===== src/rtl/tv_sweep_misr.sv =====
`timescale 1ns/1ps
// Exhaustive test-vector sweeper: drives every IN_W-bit vector into a combinational DUT,
// folds each response into a MISR and compares against GOLDEN. Optional macro: TVSWEEP_GRAY_EN.
module tv_sweep_misr #(
    parameter int              IN_W   = 3,
    parameter int              OUT_W  = 2,
    parameter int              SETTLE = 1,
    parameter int              SIG_W  = 16,
    parameter logic [SIG_W-1:0] POLY   = 16'h1021,
    parameter logic [SIG_W-1:0] SEED   = 16'h0000,
    parameter logic [SIG_W-1:0] GOLDEN = 16'h0000
) (
    input  logic             clk,
    input  logic             rst,
    input  logic             start,
    input  logic [OUT_W-1:0] resp,
    output logic [IN_W-1:0]  stim,
    output logic [IN_W-1:0]  vec_idx,
    output logic             busy,
    output logic             done,
    output logic             pass,
    output logic [SIG_W-1:0] signature
);

    if (OUT_W > SIG_W) begin : g_bad_out_w
        $error("tv_sweep_misr: OUT_W must not exceed SIG_W");
    end
    if (IN_W < 1 || IN_W > 16) begin : g_bad_in_w
        $error("tv_sweep_misr: IN_W must be in 1..16");
    end
    if (SETTLE < 0 || SETTLE > 15) begin : g_bad_settle
        $error("tv_sweep_misr: SETTLE must be in 0..15");
    end

    typedef enum logic [2:0] {
        IDLE    = 3'd0,
        APPLY   = 3'd1,
        WAIT    = 3'd2,
        CAPTURE = 3'd3,
        DONE    = 3'd4
    } state_t;

    localparam logic [IN_W-1:0] VEC_LAST    = {IN_W{1'b1}};
    localparam logic [3:0]      SETTLE_LAST = (SETTLE > 0) ? 4'(SETTLE - 1) : 4'd0;

    function automatic logic [SIG_W-1:0] misr_step(input logic [SIG_W-1:0] cur,
                                                   input logic [OUT_W-1:0] r);
        logic [SIG_W-1:0] sh;
        logic [SIG_W-1:0] ext;
        sh = cur << 1;
        if (cur[SIG_W-1]) begin
            sh = sh ^ POLY;
        end else begin
            sh = sh;
        end
        ext = {SIG_W{1'b0}};
        ext[OUT_W-1:0] = r;
        return sh ^ ext;
    endfunction

    function automatic logic [IN_W-1:0] stim_map(input logic [IN_W-1:0] v);
`ifdef TVSWEEP_GRAY_EN
        return v ^ (v >> 1);
`else
        return v;
`endif
    endfunction

    state_t           state_r, state_nxt_s;
    logic [IN_W-1:0]  vec_idx_r, vec_nxt_s;
    logic [IN_W-1:0]  stim_r, stim_nxt_s;
    logic [SIG_W-1:0] sig_r, sig_nxt_s;
    logic [3:0]       wait_cnt_r, cnt_nxt_s;
    logic             busy_r, busy_nxt_s;
    logic             done_r, done_nxt_s;
    logic             pass_r, pass_nxt_s;

    // Next-state, datapath and registered-output decode
    always_comb begin
        state_nxt_s = state_r;
        vec_nxt_s   = vec_idx_r;
        stim_nxt_s  = stim_r;
        sig_nxt_s   = sig_r;
        cnt_nxt_s   = wait_cnt_r;
        case (state_r)
            IDLE, DONE: begin
                if (start) begin
                    state_nxt_s = APPLY;
                    vec_nxt_s   = {IN_W{1'b0}};
                    stim_nxt_s  = stim_map({IN_W{1'b0}});
                    sig_nxt_s   = SEED;
                end else begin
                    state_nxt_s = state_r;
                end
            end
            APPLY: begin
                cnt_nxt_s = 4'd0;
                if (SETTLE > 0) begin
                    state_nxt_s = WAIT;
                end else begin
                    state_nxt_s = CAPTURE;
                end
            end
            WAIT: begin
                if (wait_cnt_r == SETTLE_LAST) begin
                    state_nxt_s = CAPTURE;
                end else begin
                    cnt_nxt_s = wait_cnt_r + 4'd1;
                end
            end
            CAPTURE: begin
                // resp is only ever sampled here
                sig_nxt_s = misr_step(sig_r, resp);
                if (vec_idx_r == VEC_LAST) begin
                    state_nxt_s = DONE;
                end else begin
                    state_nxt_s = APPLY;
                    vec_nxt_s   = vec_idx_r + IN_W'(1'b1);
                    stim_nxt_s  = stim_map(vec_idx_r + IN_W'(1'b1));
                end
            end
            default: begin
                state_nxt_s = IDLE;
            end
        endcase
        busy_nxt_s = (state_nxt_s == APPLY) || (state_nxt_s == WAIT) || (state_nxt_s == CAPTURE);
        done_nxt_s = (state_nxt_s == DONE);
        pass_nxt_s = done_nxt_s && (sig_nxt_s == GOLDEN);
    end

    // State and output registers with synchronous reset
    always_ff @(posedge clk) begin
        if (rst) begin
            state_r    <= IDLE;
            vec_idx_r  <= {IN_W{1'b0}};
            stim_r     <= {IN_W{1'b0}};
            sig_r      <= SEED;
            wait_cnt_r <= 4'd0;
            busy_r     <= 1'b0;
            done_r     <= 1'b0;
            pass_r     <= 1'b0;
        end else begin
            state_r    <= state_nxt_s;
            vec_idx_r  <= vec_nxt_s;
            stim_r     <= stim_nxt_s;
            sig_r      <= sig_nxt_s;
            wait_cnt_r <= cnt_nxt_s;
            busy_r     <= busy_nxt_s;
            done_r     <= done_nxt_s;
            pass_r     <= pass_nxt_s;
        end
    end

    assign stim      = stim_r;
    assign vec_idx   = vec_idx_r;
    assign busy      = busy_r;
    assign done      = done_r;
    assign pass      = pass_r;
    assign signature = sig_r;

endmodule


===== config.mk =====
export PLATFORM = sky130hd
export DESIGN_NAME = tv_sweep_misr
export DESIGN_NICKNAME = d
export VERILOG_FILES = /design/src/rtl/tv_sweep_misr.sv
export SDC_FILE = /design/constraint.sdc
export NUM_CORES = 1
export LEC_CHECK = 0
export ABC_AREA = 1
export ABC_CLOCK_PERIOD_IN_PS = 1300
export CAP_MARGIN = 20
export CORE_UTILIZATION = 47
export CTS_BUF_LIST = sky130_fd_sc_hd__clkbuf_8
export CTS_CLUSTER_DIAMETER = 150
export DETAILED_ROUTE_END_ITERATION = 8
export PLACE_DENSITY = 0.86
export SYNTH_ARGS = -nofsm -noshare
export SYNTH_HDL_FRONTEND = slang
export SYNTH_SLANG_ARGS = --single-unit

===== constraint.sdc =====
create_clock -name clk -period 1.3 [get_ports clk]
set_input_delay 0.26 -clock clk [delete_from_list [all_inputs] [get_ports clk]]
set_output_delay 0.26 -clock clk [all_outputs]
set_load 0.01 [all_outputs]

==> results_dict.tcl, run 1 <==
set metrics [dict create \
    fin_crit_ns 1.39 \
    crit_path_end_kind "flop" \
    p_clk_frac 0.354 \
    pwr-share-seq 0.462 \
    boundaryPins 30 \
    drtPass1Iterations 6 \
    rsz0062_at_grt "yes" \
    grt_max_degree 17 \
    clockRootBuffer "clkbuf_8" \
    htree_levels 2 \
    worst-path-buf-inv 0 \
    post-route-drc-count 2 \
    std_cell_rows 19 \
    final_cells 276 \
    avgViaCountPerCell 5.35 \
    clk_latency_ns 0.28 \
    final_cell_mix "nand2_1 (47), nor2_1 (23), buf_4 (23)" \
    clock_skew_ns 0.00274 \
    routed_wl_um 4030 \
    worst_hold_slack_ns 0.491 \
    crit_chain "nor2_4 > nand2_4 > nand3_1 > nand2_1 > nor2_1 > nand2_1 > nor2_1 > nand2_1 > nor2_2" \
    ctsHoldBuffers 0 \
    synth-seq-cells 29 \
    critPathMaxFanout 5 \
    syn_nets 200 \
    wire_per_inst_um 14.6 \
    io_buffers 29 \
    combPwrFrac 0.184 \
    slew_headroom 0.785 \
    grt_antenna_before_repair 0 \
    die-area_um2 3240 \
    layout_commonest_cell "nand2_1" \
    worstMarginPinSlew_ns 0.322 \
    cts.path.max_buffers 2 \
    internal_power_mw 1.49 \
    register_area_um2 598 \
    postSynthAreaPerCell_um2 7.43 \
    syn_inst 191 \
    violations "DRC, setup timing" \
    crit_arrival_ns 1.61 \
    setup_slack_ns -0.0924 \
    setup_viol 1 \
    final_nets 254 \
    cp.depth 9 \
    ant_nets 0 \
    die-width_um 56.9 \
    area_growth_pct 45.6 \
    grt_use_total 0.229 \
    hold_viol 0 \
    crit_slowest_cell "dfxtp_4" \
    timing.final.crit_share 1.07 \
    slew_violations 0 \
    path_class "flop to flop" \
    core_um2 2810 \
    multi_input_area_um2 796 \
    min-delay-path-class "flop to flop" \
    grt_pass1_vias 1257 \
    r2r_cells 9 \
    place_area_um2 1830 \
    p_leak_nw 1.06 \
    ys_types 24 \
    worstSetupStartpointType "flop" \
    overflow 0 \
    start_util 0.506 \
    tritoncts "built" \
    synth_warnings 0 \
    fin_area_um2 2070 \
    synth_seq_area_share 0.409 \
    crit_top_cell "nand2_1" \
    outcome "finished with violations" \
    irDropWorstVdd_uv 852 \
    syn_area_um2 1420 \
    place_congestion 0.789 \
    diodes 0 \
    critical_path_required_ns 1.52 \
    grt_pass1_wl_um 5590 \
    numCtsBuffers 5 \
    drt-initial-drc-count 63 \
    fmax_mhz 718 \
    fillers 191 \
    cp_top_family "simple AND/OR/NAND/NOR gates" \
    post-place-cells 260 \
    cts.clk_slew.worst_paths_ns 0.06 \
    dpl.hpwl_um 2190 \
    power.share.switching 0.273 \
    clkSinkCount 29 \
    holdPathStages 2 \
    power_density_nw_per_um2 993 \
    cap_violations 0 \
    drive_gt1_frac 0.290 \
    max_stage_delay_ns 0.36 \
    p_switching_uw 560 \
    num_vias 1477 \
    die_h_um 56.9 \
]
## through the flow
step	total power, mW	TNS, ns	setup WS, ns	utilization
after global placement	1.24	-1.84	-0.332	0.652
after global routing	2.14	-0.272	-0.181	0.736
after CTS	2.00	-0.0485	-0.0485	0.697
after floorplan	1.14	0	0.0215	-
final	2.05	-0.0924	-0.0924	0.736
after detailed placement	1.25	-2.30	-0.355	0.652
## layout make-up
type | count | area share
Timing Repair Buffer | 54 | 0.226
Clock inverter | 1 | 0.00182
Sequential cell | 29 | 0.290
Inverter | 20 | 0.0388
Clock buffer | 6 | 0.0400
Multi-Input combinational cell | 135 | 0.385
Tap cell | 31 | 0.0188
## Yosys cell counts (all sizes together)
cell type | n | share of area
buf | 7 | 0.042
nand3 | 21 | 0.11
xor2 | 2 | 0.012
nor3 | 2 | 0.0071
o21ai | 5 | 0.020
o31ai | 1 | 0.0053
o2bb2ai | 1 | 0.0062
nor2 | 25 | 0.070
nand2 | 50 | 0.14
a21oi | 19 | 0.067
inv | 20 | 0.053
o211a | 1 | 0.0071
clkbuf | 2 | 0.0053
nand4 | 1 | 0.0044
ha | 4 | 0.035
dfxtp | 29 | 0.41
a211oi | 1 | 0.0053
## cell families (layout without fill, tap and decap cells)
logic type	after synthesis	count (layout)	share of synthesized area
AOI/OAI and AO/OA	28	28	0.111
xor gates and xnor gates	2	2	0.0123
adders and majority gates	4	4	0.0353
buffers and inverters	29	81	0.101
DFF	29	29	0.409
and+or+nand+nor	99	101	0.332
## registers in the layout, indices dropped and copies added, names as in the netlist
name and cells:
signature 16, wait_cnt_r 4, pass 1, busy 1
state_r 3, stim 3, done 1
## worst min-delay path: stages (launching register included)
cell     delay (ns)
dfxtp_1        0.32
nand2_1        0.06
a21oi_1        0.05
## layer usage
layer  part of all wire  up-vias  GRT usage
met1               0.40      690      0.275
li1                   -      719          -
met2               0.51       58      0.378
met4              0.020        0     0.0906
met3              0.065       10     0.0794
met5                  0        -          0
## repair_timing
action / in CTS / in global routing
setup endpoints to repair: 29 / 15
gates cloned: 2 / 0
buffers inserted: 3 / 4
resized for setup: 36 / 29
pin swaps: 4 / 7
endpoints found under the hold margin: 0 / 0
## final timing paths
kind / start / endpoint / slack, ns
min reg2reg: wait_cnt_r[3]$_SDFFE_PP0P_ / wait_cnt_r[3]$_SDFFE_PP0P_ / 0.49
max: state_r[1]$_SDFF_PP0_ / pass$_SDFF_PP0_ / -0.09
max reg2reg: state_r[1]$_SDFF_PP0_ / pass$_SDFF_PP0_ / -0.09
min: wait_cnt_r[3]$_SDFFE_PP0P_ / wait_cnt_r[3]$_SDFFE_PP0P_ / 0.49
## power by group through the flow
stage / registers [mW] / logic (mW) / clock network [mW]
floorplan: 0.966 / 0.171 / 0
global placement: 0.956 / 0.286 / 0
detailed placement: 0.957 / 0.292 / 0
CTS: 0.945 / 0.314 / 0.738
global route: 0.950 / 0.407 / 0.780
finish: 0.947 / 0.378 / 0.727
Power figures use the tool's default switching activity.
==> run 2, diff against run 1 <==
CORE_UTILIZATION = 45   (was 47)
CTS_BUF_LIST = default   (was sky130_fd_sc_hd__clkbuf_8)
PLACE_DENSITY = 0.84   (was 0.86)
==> results_dict.tcl, run 2 (synthesis gave the netlist of run 1 again) <==
set metrics [dict create \
    routed_wl_um 3770 \
    diodes 0 \
    layout_commonest_cell "nand2_1" \
    holdPathStages 2 \
    num_vias 1483 \
    crit_slowest_cell "dfxtp_1" \
    ctsHoldBuffers 0 \
    max_stage_delay_ns 0.37 \
    crit_arrival_ns 1.69 \
    wire_per_inst_um 13.0 \
    clkSinkCount 29 \
    r2r_cells 10 \
    ff2ff_setup_slack_ns -0.11 \
    place_area_um2 1860 \
    setup_slack_ns -0.113 \
    power_density_nw_per_um2 900 \
    cap_violations 0 \
    cts.clk_slew.worst_paths_ns 0.09 \
    min-delay-path-class "flop to flop" \
    grt_pass1_wl_um 5810 \
    crit_path_end_kind "flop" \
    fmax_mhz 708 \
    largest_reg_flops 16 \
    die-width_um 58.2 \
    drive_gt1_frac 0.324 \
    cts.path.max_buffers 2 \
    pre_cts_slack_ns -0.391 \
    overflow 0 \
    clk_latency_ns 0.33 \
    worstSetupStartpointType "flop" \
    final_nets 255 \
    grt_use_total 0.230 \
    std_cell_rows 20 \
    hold_viol 0 \
    final_cell_mix "nand2_1 (49), buf_4 (23), nor2_1 (21), dlygate4sd2_1 (21), a21oi_1 (19)" \
    clockRootBuffer "clkbuf_4" \
    crit_chain "inv_2 > nand3_4 > inv_2 > nand2_1 > nand2_1 > nor2_1 > nand2_1 > nor2_1 > nand2_1 > nor2_2" \
    slew_headroom 0.808 \
    p_leak_nw 1.04 \
    ant_nets 0 \
    timing.final.crit_share 1.09 \
    post-route-drc-count 2 \
    die_h_um 58.2 \
    worstMarginPinSlew_ns 0.287 \
    dpl.hpwl_um 2190 \
    grt_pass1_vias 1330 \
    place_congestion 0.793 \
    area_growth_pct 45.2 \
    io_buffers 29 \
    outcome "finished with violations" \
    die-area_um2 3380 \
    rsz0062_at_grt "yes" \
    critical_path_required_ns 1.58 \
    core_um2 3030 \
    slew_violations 0 \
    numCtsBuffers 5 \
    start_util 0.469 \
    boundaryPins 30 \
    fin_area_um2 2060 \
    crit_top_cell "nand2_1" \
    avgViaCountPerCell 5.10 \
    grt_max_degree 19 \
    fin_crit_ns 1.41 \
    clock_skew_ns 0.00550 \
    violations "DRC, setup timing" \
    setup_viol 2 \
    path_class "flop to flop" \
    tritoncts "built" \
    irDropWorstVdd_uv 558 \
    drtPass1Iterations 7 \
    drt-initial-drc-count 114 \
    critPathMaxFanout 16 \
    grt_antenna_before_repair 0 \
    htree_levels 2 \
]
## run 2: cell count changes in the layout (fill, tap and decap cells not counted), sizes merged, moves of 2 or more
cell           delta
clkbuf            +4
nand2             -2
clkdlybuf4s15     -3
buf               +4
## run 2: critical path: cells and delay by family, from the launching register on
kind,cells,cell delay [ns]
and+or+nand+nor,8,0.76
DFF,1,0.37
buffers and inverters,2,0.22
## run 2: through the flow
step	cells	power (mW)	util	TNS (ns)	hold WS, ns
after floorplan	191	1.14	-	0	0.338
after global placement	275	1.24	0.614	-2.07	0.468
after detailed placement	275	1.25	0.614	-2.42	0.487
after CTS	289	1.82	0.661	-0.0642	0.500
after global routing	291	1.96	0.680	-0.572	0.518
final	291	1.85	0.680	-0.125	0.501
## run 2: final timing paths
path,startpoint,to
worst max register to register,state_r[2]$_SDFF_PP0_,pass$_SDFF_PP0_
worst min-delay path,signature[6]$_SDFF_PP0_,signature[6]$_SDFF_PP0_
worst max-delay path,state_r[2]$_SDFF_PP0_,pass$_SDFF_PP0_
worst min register to register,signature[6]$_SDFF_PP0_,signature[6]$_SDFF_PP0_
## run 2: area by class of cell
| class | count | area [um2] |
|---|---|---|
| fillers | 230 | 968 |
| multi-input cells | 133 | 769 |
| flip-flops and latches | 29 | 616 |
| repair buffers | 57 | 495 |
| inverters | 20 | 75.1 |
| well taps | 44 | 55.1 |
| clock buffers | 8 | 48.8 |
## run 2: power by group
group          total [mW]  internal (mW)  switching, mW
Combinational       0.377          0.184          0.193
Clock               0.524          0.215          0.309
Sequential          0.954          0.919         0.0346
## run 2: metal layers
layer / wire length [um] / share of wire / vias to the layer above / GRT usage
met2: 1880 / 0.50 / 66 / 0.378
met4: 111 / 0.029 / 0 / 0.0952
met3: 220 / 0.058 / 13 / 0.0826
met1: 1560 / 0.41 / 679 / 0.271
li1: - / - / 725 / -
met5: 0 / 0 / - / 0
## run 2: repair_timing
item | 4_1_cts | 5_1_grt
pin swaps | 3 | 7
setup buffers | 6 | 3
resized for setup | 51 | 24
setup endpoints to repair | 28 | 24
